## src/rtl/mult_div_unit_pkg.sv

```systemverilog
// rtl/mult_div_unit_pkg.sv - shared op encodings, states and widths for the mult/div engine
package mult_div_unit_pkg;

  localparam int MD_WORD  = 32;
  localparam int MD_DWORD = 2 * MD_WORD;

  typedef enum logic [1:0] {
    MD_MULT  = 2'b00,
    MD_MULTU = 2'b01,
    MD_DIV   = 2'b10,
    MD_DIVU  = 2'b11
  } md_op_e;

  typedef enum logic [1:0] {
    MD_IDLE = 2'b00,
    MD_RUN  = 2'b01,
    MD_DONE = 2'b10
  } md_state_e;

  function automatic logic md_is_div(input logic [1:0] op);
    return (op == MD_DIV) || (op == MD_DIVU);
  endfunction

  function automatic logic md_is_signed(input logic [1:0] op);
    return (op == MD_MULT) || (op == MD_DIV);
  endfunction

endpackage

```

## src/rtl/md_div_step.sv

```systemverilog
// rtl/md_div_step.sv - one combinational restoring-division step
module md_div_step #(
  parameter int XLEN = 32
) (
  input  logic [XLEN:0]   rem_shifted,
  input  logic [XLEN-1:0] divisor,
  output logic [XLEN-1:0] rem_next,
  output logic            q_bit
);

  logic [XLEN-1:0] diff;

  // The shifted remainder is always below 2*divisor, so a successful
  // subtraction always fits back into XLEN bits.
  always_comb begin
    q_bit    = (rem_shifted >= {1'b0, divisor});
    diff     = rem_shifted[XLEN-1:0] - divisor;
    rem_next = q_bit ? diff : rem_shifted[XLEN-1:0];
  end

endmodule

```

## src/rtl/mult_div_unit.sv

```systemverilog
// rtl/mult_div_unit.sv - iterative radix-2 multiply/divide engine feeding the hi/lo register
module mult_div_unit
  import mult_div_unit_pkg::*;
#(
  parameter int XLEN = MD_WORD
) (
  input  logic              clk_cpu,
  input  logic              reset_n,
  input  logic              start,
  input  logic [1:0]        op,
  input  logic [XLEN-1:0]   rs_data,
  input  logic [XLEN-1:0]   rt_data,
  input  logic              flush,
  output logic              busy,
  output logic              hilo_wr_en,
  output logic [2*XLEN-1:0] hilo_wr_data
);

  localparam int CNT_W = $clog2(XLEN) + 1;

  md_state_e         state, state_next;
  logic [CNT_W-1:0]  counter;
  logic              is_div_r;
  logic              neg_res;
  logic              neg_rem;
  logic              div_zero;
  logic [2*XLEN-1:0] acc, acc_next;
  logic [XLEN-1:0]   rem_r;
  logic [XLEN-1:0]   opnd;

  logic              accept;
  logic              last_step;
  logic              sign_a, sign_b;
  logic [XLEN-1:0]   mag_a, mag_b;
  logic [XLEN:0]     mul_sum;
  logic [XLEN:0]     div_rem_shifted;
  logic [XLEN-1:0]   div_rem_next;
  logic              q_bit;
  logic [XLEN-1:0]   quot_next;
  logic [XLEN-1:0]   rem_final, quot_final;
  logic [2*XLEN-1:0] result;

  function automatic logic [XLEN-1:0] magnitude(input logic [XLEN-1:0] x, input logic neg);
    return neg ? -x : x;
  endfunction

  always_ff @(posedge clk_cpu or negedge reset_n) begin
    if (!reset_n) begin
      state <= MD_IDLE;
    end else begin
      state <= state_next;
    end
  end

  always_comb begin
    state_next = state;
    case (state)
      MD_IDLE: if (start && !flush) state_next = MD_RUN;
      MD_RUN: begin
        if (flush)          state_next = MD_IDLE;
        else if (last_step) state_next = MD_DONE;
      end
      MD_DONE: state_next = MD_IDLE;
      default: state_next = MD_IDLE;
    endcase
  end

  always_comb begin
    busy       = (state != MD_IDLE);
    hilo_wr_en = (state == MD_DONE);
  end

  md_div_step #(.XLEN(XLEN)) u_div_step (
    .rem_shifted (div_rem_shifted),
    .divisor     (opnd),
    .rem_next    (div_rem_next),
    .q_bit       (q_bit)
  );

  always_comb begin
    accept    = (state == MD_IDLE) && start && !flush;
    last_step = (counter == CNT_W'(1));
    sign_a    = md_is_signed(op) && rs_data[XLEN-1];
    sign_b    = md_is_signed(op) && rt_data[XLEN-1];
    mag_a     = magnitude(rs_data, sign_a);
    mag_b     = magnitude(rt_data, sign_b);

    // Multiplier sits in the low half and drains out as the product shifts in.
    mul_sum         = {1'b0, acc[2*XLEN-1:XLEN]} + (acc[0] ? {1'b0, opnd} : '0);
    div_rem_shifted = {rem_r, acc[XLEN-1]};
    quot_next       = {acc[XLEN-2:0], q_bit};

    if (is_div_r) begin
      acc_next = {acc[2*XLEN-1:XLEN], quot_next};
    end else begin
      acc_next = {mul_sum, acc[XLEN-1:1]};
    end

    rem_final  = neg_rem ? -div_rem_next : div_rem_next;
    quot_final = div_zero ? '1 : (neg_res ? -quot_next : quot_next);
    if (is_div_r) begin
      result = {rem_final, quot_final};
    end else begin
      result = neg_res ? -acc_next : acc_next;
    end
  end

  always_ff @(posedge clk_cpu or negedge reset_n) begin
    if (!reset_n) begin
      counter      <= '0;
      is_div_r     <= 1'b0;
      neg_res      <= 1'b0;
      neg_rem      <= 1'b0;
      div_zero     <= 1'b0;
      acc          <= '0;
      rem_r        <= '0;
      opnd         <= '0;
      hilo_wr_data <= '0;
    end else if (accept) begin
      counter  <= CNT_W'(XLEN);
      is_div_r <= md_is_div(op);
      neg_res  <= sign_a ^ sign_b;
      neg_rem  <= sign_a;
      div_zero <= md_is_div(op) && (rt_data == '0);
      rem_r    <= '0;
      if (md_is_div(op)) begin
        acc  <= {{XLEN{1'b0}}, mag_a};
        opnd <= mag_b;
      end else begin
        acc  <= {{XLEN{1'b0}}, mag_b};
        opnd <= mag_a;
      end
    end else if (state == MD_RUN) begin
      if (flush) begin
        counter <= '0;
      end else begin
        counter <= counter - CNT_W'(1);
        acc     <= acc_next;
        rem_r   <= div_rem_next;
        if (last_step) hilo_wr_data <= result;
      end
    end
  end

endmodule

```

## config.mk

```make
export PLATFORM = sky130hd
export DESIGN_NAME = mult_div_unit
export DESIGN_NICKNAME = d
export VERILOG_FILES = /design/src/rtl/mult_div_unit_pkg.sv /design/src/rtl/md_div_step.sv /design/src/rtl/mult_div_unit.sv
export SDC_FILE = /design/constraint.sdc
export NUM_CORES = 1
export LEC_CHECK = 0
export ABC_CLOCK_PERIOD_IN_PS = 7800
export CAP_MARGIN = 20
export CORE_UTILIZATION = 65
export DETAILED_ROUTE_END_ITERATION = 8
export GPL_ROUTABILITY_DRIVEN = 0
export GPL_TIMING_DRIVEN = 1
export PLACE_DENSITY_LB_ADDON = 0.15
export SYNTH_ARGS = -nofsm -noshare
export SYNTH_HDL_FRONTEND = slang
export SYNTH_SLANG_ARGS = --single-unit
export TNS_END_PERCENT = 20
```

## constraint.sdc

```tcl
create_clock -name clk_cpu -period 7.8 [get_ports clk_cpu]
set_input_delay 2.34 -clock clk_cpu [delete_from_list [all_inputs] [get_ports clk_cpu]]
set_output_delay 2.34 -clock clk_cpu [all_outputs]
set_load 0.05 [all_outputs]
```

==> summary.txt <==
Status: complete, no violations
Power Density: 339 nW/um2
Core Util, Final: 0.737
Vias per cell: 6.90
RSZ-0062 raised after global routing: no
I/O Pins: 136
Mux cell area share after synthesis: 0.0372
ANT cells: 0
CP arrival: 6.17 ns
Worst reg2reg setup slack: 2.02 ns
Seq/Total Area, Yosys: 0.269
Routed wire length per instance: 21.7 um
Residual DRC: 0
Vias: 20148
Critical Path Fanout Max: 29
Final Cycle Share: 0.741
Slowest-stage cell, CP: a2111oi_0
Simple-Gate Fraction of Synth Area: 0.209
Register bit total from synthesis: 204
Post-Synth XOR/XNOR Area: 0.101
Clk Latency, worst-skew pair: 0.55 ns
Full die area: 29900 um2
Routed Antenna Nets: 0
Largest net degree at the start of global routing: 102
Power after layout: 7180 uW
Compound-Gate Fraction of Synth Area: 0.282
# port buffers: 135
Number of DRC markers in iteration 0: 2696
Post-synth EDFFs: 0
Worst reg2reg path depth: 15
Crit path largest cell delay: 0.88 ns
Top delay family on crit path: compound AO/OA/AOI/OAI gates
Chip height: 173 um
Netlist cell types: 95
Most frequent cells in the layout: nand2_1, o21ai_0, dfrtp_1, nor2_1, a21oi_1
Netlist Area Pre-Place: 19000 um2
DRT Wirelength: 63400 um
WP buf/inv: 2
Leakage Power: 0.00858 uW
Initial Util: 0.662
Async SR Flop Fraction: 1.00
Initial antenna violation count: 1
Main synth FF type: dfrtp_1
CTS tree: built
YS warnings: 0
Htree depth: 1
Vias in the first global route: 18155
Hold wc startpoint: hilo_wr_data[5]
Setup TNS: 0 ns
Net Count, Synth: 2661
Data required, critical path: 8.19 ns
Syn Inst Count: 2519
Max-slew headroom: 0.289
Die X-Extent: 173 um
Buffers inserted by post-CTS timing repair: 0
F_max: 173 MHz
Min-Delay Endpoint: hilo_wr_data[5]
Worst-path cell chain: clkinv_1 > buf_4 > nor2_1 > ha_1 > a21oi_1 > o21ai_1 > a211oi_1 > a221oi_1 > a211oi_1 > a2111oi_0 > or3_1 > a2bb2oi_1 > o21ai_0 > xnor2_1 > o21ai_0
Clock root cell: clkbuf_16
GRT Residual Overflow: 0
Tmin final: 5.78 ns
Class of the worst hold path: register to register
Final Skew: 0.0176 ns
Num CTS Buffers: 24
Fin Hold WS: 0.479 ns
Hold_buf cts: 0
Most common cell after layout, fill and taps aside: nand2_1
Max-Cap Viols: 0
Worst Hold Path Cells: 1
Placed wire-length estimate: 47300 um
Clock tree buffer depth: 3
CORE AREA: 28700 um2
Clock Pin Slew Worst Setup and Hold Paths: 0.06 ns
Final net count: 2661
Adder-Cell Fraction of Synth Area: 0.0482
Measured slew at the worst slew-check pin: 1.07 ns
Reg-to-Reg End: hilo_wr_data[59]
Gr usage total: 0.416
Final WS setup: 2.02 ns
Crit path launch type: register
Largest family of logic cells by synthesized area: compound AO/OA/AOI/OAI gates
RR Startpoint: acc[0]
Global-route wire length before repair: 99800 um
Critical path class: register to register
Layout Area Growth over Synthesis: 11.4%
First-pass iteration count of the detailed router: 6
Critical Path End Type: register
Clk sinks: 204
Place WS: 1.96 ns
Layout cells sized above 1: 0.0505
Final hold violation count: 0
Fin. max-slew vios: 0
Rows: 62
Cts repair resizes: 0
Setup violation total in the final timing report: 0
Post-Synthesis Mean Instance Area: 7.54 um2
Max rail drop VDD: 230 uV
[stage by stage]
stage	cell area, um2	instances
2_1_floorplan	19000	2519
3_5_place_dp	20300	2877
5_1_grt	21200	2921
4_1_cts	21200	2921
3_3_place_gp	20300	2875
6_report	21200	2921
[cell type report]
type / instances / area [um2]
clock inverters: 19 / 230
multi-input cells: 2054 / 12900
flip-flops and latches: 204 / 5110
clock buffers: 25 / 614
repair buffers: 156 / 1530
fillers: 2269 / 7550
inverters: 79 / 297
well taps: 384 / 480
[how the worst max path moves through the flow]
stage | cells after the start | end | slack, ns | start
2_1_floorplan | 21 | hilo_wr_data[28] | 2.61 | rem_r[19]
3_3_place_gp | 12 | opnd[29] | 1.98 | rt_data[2]
3_5_place_dp | 12 | opnd[29] | 1.96 | rt_data[2]
4_1_cts | 19 | hilo_wr_data[60] | 2.21 | opnd[17]
5_1_grt | 21 | hilo_wr_data[60] | 1.74 | opnd[22]
6_report | 15 | hilo_wr_data[59] | 2.02 | acc[0]
[cells in the mapped netlist, drive strengths merged, types with 15 or more instances]
cell	count	area share
a211oi	24	0.010
a21o	25	0.0099
a21oi	172	0.046
a31oi	32	0.011
and2	17	0.0057
buf	46	0.011
clkbuf	136	0.027
dfrtp	204	0.27
ha	70	0.046
inv	76	0.015
mux2i	66	0.035
nand2	343	0.068
nand2b	15	0.0053
nand3	62	0.017
nand4	25	0.0086
nor2	200	0.040
nor3	61	0.017
nor4	25	0.0086
o211ai	83	0.033
o21a	20	0.0079
o21ai	291	0.077
o22ai	32	0.011
o31ai	38	0.015
o41ai	17	0.011
or3	21	0.0069
or4	16	0.0065
xnor2	146	0.067
xor2	73	0.034
[power by group]
part / leakage (uW) / total [uW] / internal [uW] / switching, uW
combinational: 0.00549 / 4140 / 1490 / 2650
sequential: 0.00268 / 1820 / 1360 / 465
clock: 0.000415 / 1220 / 713 / 507
total: 0.00858 / 7180 / 3560 / 3620
[state kept, by name (all words and copies together) (netlist names)]
signal and cells:
acc 64, hilo_wr_data 64, opnd 32, rem_r 32, counter 6, state 2
div_zero 1, is_div_r 1, neg_rem 1, neg_res 1
[layer usage]
layer  share of wire  wire length (um)  global-route usage  vias to the layer above
met3            0.14              8990              0.0987                      219
met5               0                 0                   0                        -
li1                -                 -                   -                     9115
met2            0.41             26000               0.599                     1450
met1            0.40             25500               0.600                     9364
met4           0.046              2900               0.165                        0
[cell families after synthesis]
kind of cell    after synthesis
simple gates                855
xor+xnor                    219
flops                       204
mux                          70
compound gates              838
fa+ha+maj                    72
buf+inv                     261
Note: power is estimated with default switching activity, not from simulation.
